### src/rtl/axis_lane_distributor.sv
// Fans one wide AXI-Stream beat out into LANES independent per-lane FIFOs,
// generating per-vector tlast and flagging upstream tlast misalignment.
module axis_lane_distributor #(
    parameter int unsigned LANES         = 4,
    parameter int unsigned DATA_WIDTH    = 16,
    parameter int unsigned FIFO_DEPTH    = 8,
    parameter int unsigned VECTOR_LENGTH = 16
) (
    input  logic                          clk,
    input  logic                          rst_n,
    input  logic [LANES*DATA_WIDTH-1:0]   s_axis_tdata,
    input  logic                          s_axis_tvalid,
    output logic                          s_axis_tready,
    input  logic                          s_axis_tlast,
    output logic [LANES*DATA_WIDTH-1:0]   m_axis_tdata,
    output logic [LANES-1:0]              m_axis_tvalid,
    input  logic [LANES-1:0]              m_axis_tready,
    output logic [LANES-1:0]              m_axis_tlast,
    output logic                          err_unalligned_data
);

    localparam int unsigned PTR_W  = $clog2(FIFO_DEPTH);
    localparam int unsigned CNT_W  = $clog2(FIFO_DEPTH + 1);
    localparam int unsigned BCNT_W = (VECTOR_LENGTH > 1) ? $clog2(VECTOR_LENGTH) : 1;

    localparam logic [CNT_W-1:0]  FULL_CNT  = CNT_W'(FIFO_DEPTH);
    localparam logic [BCNT_W-1:0] LAST_BEAT = BCNT_W'(VECTOR_LENGTH - 1);

    logic [DATA_WIDTH-1:0] mem_data_q [LANES][FIFO_DEPTH];
    logic [FIFO_DEPTH-1:0] mem_last_q [LANES];

    logic [PTR_W-1:0]  wr_ptr_q [LANES];
    logic [PTR_W-1:0]  wr_ptr_d [LANES];
    logic [PTR_W-1:0]  rd_ptr_q [LANES];
    logic [PTR_W-1:0]  rd_ptr_d [LANES];
    logic [CNT_W-1:0]  cnt_q    [LANES];
    logic [CNT_W-1:0]  cnt_d    [LANES];
    logic [BCNT_W-1:0] bcnt_q, bcnt_d;
    logic              err_q, err_d;

    logic              any_full_c;
    logic              push_c;
    logic              gen_last_c;
    logic [LANES-1:0]  pop_c;

    // Input is stalled whenever any single lane is full, so lanes never diverge.
    always_comb begin
        any_full_c = 1'b0;
        for (int k = 0; k < LANES; k++) begin
            if (cnt_q[k] == FULL_CNT) begin
                any_full_c = 1'b1;
            end
        end
    end

    assign s_axis_tready       = rst_n & ~any_full_c;
    assign push_c              = s_axis_tvalid & s_axis_tready;
    assign gen_last_c          = (bcnt_q == LAST_BEAT);
    assign err_unalligned_data = err_q;

    always_comb begin
        for (int k = 0; k < LANES; k++) begin
            m_axis_tvalid[k]                         = (cnt_q[k] != '0);
            m_axis_tdata[k*DATA_WIDTH +: DATA_WIDTH] = mem_data_q[k][rd_ptr_q[k]];
            m_axis_tlast[k]                          = (cnt_q[k] != '0) & mem_last_q[k][rd_ptr_q[k]];
            pop_c[k]                                 = (cnt_q[k] != '0) & m_axis_tready[k];
        end
    end

    // Next-state: beat counter, error pulse and per-lane pointers/counts.
    always_comb begin
        bcnt_d   = bcnt_q;
        err_d    = 1'b0;
        wr_ptr_d = wr_ptr_q;
        rd_ptr_d = rd_ptr_q;
        cnt_d    = cnt_q;

        if (push_c) begin
            bcnt_d = (gen_last_c | s_axis_tlast) ? '0 : bcnt_q + BCNT_W'(1);
            err_d  = gen_last_c ^ s_axis_tlast;
        end

        for (int k = 0; k < LANES; k++) begin
            if (push_c) begin
                wr_ptr_d[k] = wr_ptr_q[k] + PTR_W'(1);
            end
            if (pop_c[k]) begin
                rd_ptr_d[k] = rd_ptr_q[k] + PTR_W'(1);
            end
            case ({push_c, pop_c[k]})
                2'b10:   cnt_d[k] = cnt_q[k] + CNT_W'(1);
                2'b01:   cnt_d[k] = cnt_q[k] - CNT_W'(1);
                default: cnt_d[k] = cnt_q[k];
            endcase
        end
    end

    always_ff @(posedge clk or negedge rst_n) begin
        if (!rst_n) begin
            for (int k = 0; k < LANES; k++) begin
                wr_ptr_q[k] <= '0;
                rd_ptr_q[k] <= '0;
                cnt_q[k]    <= '0;
            end
            bcnt_q <= '0;
            err_q  <= 1'b0;
        end else begin
            wr_ptr_q <= wr_ptr_d;
            rd_ptr_q <= rd_ptr_d;
            cnt_q    <= cnt_d;
            bcnt_q   <= bcnt_d;
            err_q    <= err_d;
        end
    end

    // Storage needs no reset: counts gate every read.
    always_ff @(posedge clk) begin
        if (push_c) begin
            for (int k = 0; k < LANES; k++) begin
                mem_data_q[k][wr_ptr_q[k]] <= s_axis_tdata[k*DATA_WIDTH +: DATA_WIDTH];
                mem_last_q[k][wr_ptr_q[k]] <= gen_last_c;
            end
        end
    end

endmodule

### config.mk
export PLATFORM = sky130hd
export DESIGN_NAME = axis_lane_distributor
export DESIGN_NICKNAME = d
export VERILOG_FILES = /design/src/rtl/axis_lane_distributor.sv
export SDC_FILE = /design/constraint.sdc
export NUM_CORES = 1
export LEC_CHECK = 0
export CAP_MARGIN = 20
export CORE_UTILIZATION = 49
export CTS_CLUSTER_DIAMETER = 200
export CTS_CLUSTER_SIZE = 16
export DETAILED_ROUTE_END_ITERATION = 12
export PLACE_DENSITY = 0.69
export SLEW_MARGIN = 20
export SYNTH_ARGS = -nofsm -noshare
export SYNTH_HDL_FRONTEND = slang
export SYNTH_SLANG_ARGS = --single-unit
### constraint.sdc
create_clock -name clk -period 3.4 [get_ports clk]
set_clock_uncertainty 0.1 [all_clocks]
set_input_delay 0.68 -clock clk [delete_from_list [all_inputs] [get_ports clk]]
set_output_delay 0.68 -clock clk [all_outputs]
set_load 0.02 [all_outputs]
After elaboration in Yosys (flattened, before gate mapping)
Memory sizes are Yosys's and may differ from the RTL's.
Cells that the tools add are included.
{ "word_totals": {"in_bits": 72, "word_cells": 162, "mem_bits_rw": 544, "ff_bits": 45, "mem_count": 2} }
{ "op_classes": {"reduce_logical": 16, "bitwise_logic": 21, "magnitude_cmp": 24, "eq_ne": 13, "mux": 55, "addsub": 17} }
{ "mem_list": {"columns": ["memory", "words", "width", "read_ports", "rd_clocked_by_memory_dff", "write_ports", "line", "source"], "rows": [
  ["mem_data_q", 4, 128, 4, 0, 4, "29", "logic [DATA_WIDTH-1:0] mem_data_q [LANES][FIFO_DEPTH];"],
  ["mem_last_q", 4, 8, 4, 0, 4, "30", "logic [FIFO_DEPTH-1:0] mem_last_q [LANES];"]
]} }
{ "ops": {"columns": ["operator", "count"], "rows": [
  ["two-way mux 128 bit", 4],
  ["binary-select mux 16 bit (select 3 bit)", 4],
  ["demux 16 bit (select 3 bit)", 4],
  ["two-way mux 16 bit", 12],
  [">= comparator 4 bit, second input constant", 8],
  ["< comparator 3 x 4 -> 1 bit, second input constant", 8],
  ["two-way mux 8 bit", 4],
  ["NOT 3 -> 4 bit", 8],
  ["one-hot mux 4 bit (2 select lines)", 4],
  ["adder 3 x 1 -> 3 bit, second input constant", 8],
  ["adder 4 x 1 -> 4 bit, second input constant", 5],
  ["equality test 4 bit, second input constant", 5],
  ["< comparator 4 x 1 -> 1 bit, second input constant", 4],
  ["nonzero test 4 bit", 4],
  ["subtractor 4 x 1 -> 4 bit, second input constant", 4],
  ["two-way mux 1 bit", 14],
  ["binary-select mux 1 bit (select 3 bit)", 4],
  ["demux 1 bit (select 3 bit)", 4],
  [">= comparator 3 x 1 -> 1 bit, second input constant", 4],
  ["AND 1 bit", 10],
  ["equality test 2 x 1 -> 1 bit, second input constant", 4],
  ["equality test 2 bit, second input constant", 4],
  ["logical AND 1 bit", 8],
  ["nonzero test 2 bit", 4],
  ["other kinds (4)", 4]
]} }

Depth between registers and ports, before layout
{ "logic_depth": {"ltp_word": 10, "mapped_depth": 14, "mapped_depth_nobuf": 11} }

Worst setup path after synthesis
Ideal clock, no wire load.
{ "synth_timing": {"path_kind": "input -> register", "from": "in rst_n", "to": "mem mem_data_q[3][48] in the netlist's numbering (enable)", "required_ps": 2859, "t_arrival_ps": 3265, "setup_ps": 441, "path_stages": 6, "slack_ps": -406, "n_path_buf": 1, "path_cell_list": "inv_1 > a221oi_4 > and3_1 > buf_4 > inv_4 > nor4b_1"} }
{ "synth_lines": {"columns": ["element", "line", "source"], "rows": [
  ["start, declared", "10", "input logic rst_n,"],
  ["end, declared", "29", null]
]} }

Final worst setup path
{ "layout_timing": {"from": "reg rd_ptr_q[6] in the netlist's numbering", "to": "out m_axis_tlast[1]"} }
{ "layout_via": {"elab_chain_len": 3} }
{ "layout_lines": {"columns": ["element", "line", "source"], "rows": [
  ["start, declared", "34", "logic [PTR_W-1:0] rd_ptr_q [LANES];"],
  ["start signal, assigned", "109", "rd_ptr_q <= rd_ptr_d;"],
  ["binary-select mux 1 bit (select 3 bit)", "65", "m_axis_tlast[k] = (cnt_q[k] != '0) & mem_last_q[k][rd_ptr_q[k]];"],
  ["two-way mux 1 bit (not written as such)", "65", null],
  ["AND 1 bit", "65", null],
  ["end, declared", "18", "output logic [LANES-1:0] m_axis_tlast,"]
]} }
No other way between the ends. The select of a mux whose other input is x is not followed.

==> metrics.yaml <==
setup_path:
  timing.critical_path.cells: "mux4_2 -> mux2_2 -> and2_1 -> clkdlybuf4s50_1"
  cpMaxStageDelayCell: "clkdlybuf4s50_1"
  arrival_ns: 2.52
  required_ns: 2.62
  end_kind: "output port"
  start_kind: "flop"
  r2r_cells: 8
  worst-path-max-fanout: 5
  max_stage_delay_ns: 0.53
  crit_type: "flop to output port"
clock_network:
  cts_sinks: 589
  tritoncts: "built"
  cts_root_buf: "clkbuf_16"
  cts_hold_buf: 0
  cts_made_buffers: 42
  clock_latency_ns: 0.57
  clockBufferDepth: 3
  htreeDepth: 2
  clk_pin_slew_ns: 0.08
die:
  dieWidth_um: 220
  initial_core_util: 0.497
  fp.dieH_um: 220
  ios: 146
  core-area_um2: 46700
  die_area_um2: 48200
  rows: 79
grt:
  grt_pass1_wl_mm: 66.5
  antenna_found_initial: 0
  grt_usage: 0.186
  first_global_vias: 11300
  grt.overflow.total: 0
  grt_max_degree: 46
timing:
  clock.fmax_ghz: 0.303
  hold_slack_ns: 0.181
  tightestPinTransition_ns: 0.939
  slew_viol_final: 0
  min_period_ns: 3.30
  rsz0062_at_grt: "no"
  slew_headroom: 0.373
  hold_violations: 0
  fin_crit_sh: 0.971
  finalSetupViolations: 0
place:
  gp_congestion: 0.725
  port-buffer-count: 145
  dp_hpwl_mm: 25.5
layout:
  antennaDiodeCount: 0
  drive_gt1_frac: 0.292
  fillerInstances: 3371
  area_delta_synth_final_pct: 18.0
  final_core_util: 0.587
  fin_nets: 1366
route:
  drt_first_iter_violations: 694
  drc: 14
  ant_nets: 0
  vias: 10800
  first_pass_iters: 8
  routed_wl_mm: 43.4
  viasPerCell: 5.63
  wire_per_inst_um: 22.7
logic_synthesis:
  seq_area_frac_synth: 0.753
  synth-edff-count: 544
  yosys_warnings: 0
  avgSynthCellArea_um2: 22.0
  synth_largest_area_cell: "edfxtp_1"
  synth_top_cell_area_share: 0.704
  async_reset_ff_frac: 0.0764
  syn_nets: 1153
  syn-cell-area_um2: 23200
  synth-main-ff-cell: "edfxtp_1"
  ys_top_cells_by_area: "edfxtp_1 (70%), mux4_2 (13%), dfrtp_1 (4.9%)"
  synthCells: 1057
  ys_types: 52
  ys_seq_elements: 589
power:
  power_density_nw_per_um2: 803
  total_leakage_power_uw: 0.00906
  ir_worst_vdd_v: 0.000520
outcome:
  failed_checks: "DRC"
  status: "finished with violations"
min_path:
  hold_class: "input pin to asynchronous set/reset pin"
job:
  cap_violations: 0
-- timing repair --
item,CTS,global route
hold endpoints to repair,0,0
buffers inserted,9,1
endpoints found under the setup margin,66,7
gates cloned,0,0
pin swaps,0,0
resized for setup,67,7
-- flip-flops by register name, summed over array words and instances (netlist names) --
name / cells
err_unalligned_data: 1
wr_ptr_q: 12
mem_data_q: 512
rd_ptr_q: 12
cnt_q: 16
bcnt_q: 4
mem_last_q: 32
-- per-stage QoR --
stage                     cells  power (uW)  TNS (ns)  setup slack [ns]  cell area, um2
after floorplan            1057       14600    -32.86            -0.406           23300
after global placement     1823       17700         0             0.219           26100
after detailed placement   1823       17800         0            0.0293           26100
after CTS                  1910       22300         0         0.0000997           27400
after global routing       1911       23100         0           0.00565           27400
final                      1911       22000         0            0.0991           27400
-- layout make-up --
class / count / area (um2) / area share
Clock inverter: 1 / 5.00 / 0.000183
Tap cell: 607 / 759 / 0.0277
Inverter: 22 / 85.1 / 0.00311
Multi-Input combinational cell: 390 / 5650 / 0.206
Sequential cell: 589 / 17500 / 0.638
Timing Repair Buffer: 225 / 2150 / 0.0786
Clock buffer: 77 / 1250 / 0.0455
-- metal layers --
layer | global-route usage | part of all wire
met4 | 0.0586 | 0.019
met3 | 0.0254 | 0.042
met2 | 0.313 | 0.51
met1 | 0.252 | 0.43
met5 | 0 | 0
-- worst max-delay path, delay by kind of cell (launching register included) --
family / cells / cell delay (ns)
buf+inv: 1 / 0.53
mux: 2 / 0.83
flops: 1 / 0.44
simple gates: 1 / 0.16
-- cell usage after synthesis, types with 3 or more instances --
cell	count
edfxtp_1	544
mux4_2	136
mux2_2	77
dfrtp_1	45
clkbuf_1	28
ha_1	22
inv_1	21
buf_2	17
xnor2_1	17
nand2_1	14
nor3_1	13
xor2_1	13
nor4_1	12
and2_1	9
o21ai_0	7
buf_1	6
nor4b_1	6
nor4b_2	6
a21oi_1	5
mux2i_1	4
nand3_1	4
nand4_1	4
or4_1	4
buf_4	3
nand2b_1	3
nor2_1	3
-- cell usage in the layout (no fill, tap or decap), types with 5 or more instances in the layout --
cell type        synthesis  final
nor4_4                   0      9
clkdlybuf4s50_1          0     78
clkbuf_1                28     32
xnor2_1                 17     17
inv_1                   21     21
dfrtp_1                 45     39
buf_4                    3     65
o21ai_0                  7      7
buf_12                   0     13
dlygate4sd2_1            0     61
xor2_1                  13     13
clkbuf_16                0     45
nor3_2                   2     10
nand2_1                 14     14
nor3_1                  13      5
dlymetal6s2s_1           0      5
mux2_2                  77     77
edfxtp_1               544    544
ha_1                    22     22
a21oi_1                  5      5
mux4_2                 136    136
nor4b_4                  2      8
and2_1                   9      9
-- power by group --
group / internal, uW / total (uW) / leakage, uW / switching (uW)
Clock: 2480 / 4780 / 0.000596 / 2310
Sequential: 8720 / 9400 / 0.00546 / 685
Combinational: 3980 / 7810 / 0.00300 / 3830
Total: 15200 / 22000 / 0.00906 / 6820
-- worst paths after layout --
kind                       slack (ns)         start         endpoint
setup / recovery                  0.1   rd_ptr_q[6]  m_axis_tlast[1]
min in group clk                 0.38  rd_ptr_q[11]     rd_ptr_q[11]
hold reg to reg                  0.38  rd_ptr_q[11]     rd_ptr_q[11]
max in group asynchronous        2.51         rst_n      rd_ptr_q[7]
setup reg to reg                 0.20      cnt_q[7]         cnt_q[7]
hold / removal                   0.18         rst_n     rd_ptr_q[11]
-- cell families after synthesis --
group / count (synthesis) / synth area share
multiplexers: 218 / 0.172
AO/OA/AOI/OAI: 25 / 0.00809
AND/OR/NAND/NOR: 93 / 0.0281
buffers and inverters: 78 / 0.0148
XOR/XNOR: 30 / 0.0113
adder cells (fa/ha/maj): 24 / 0.0136
flip-flops: 589 / 0.753
Power figures use the tool's default switching activity.
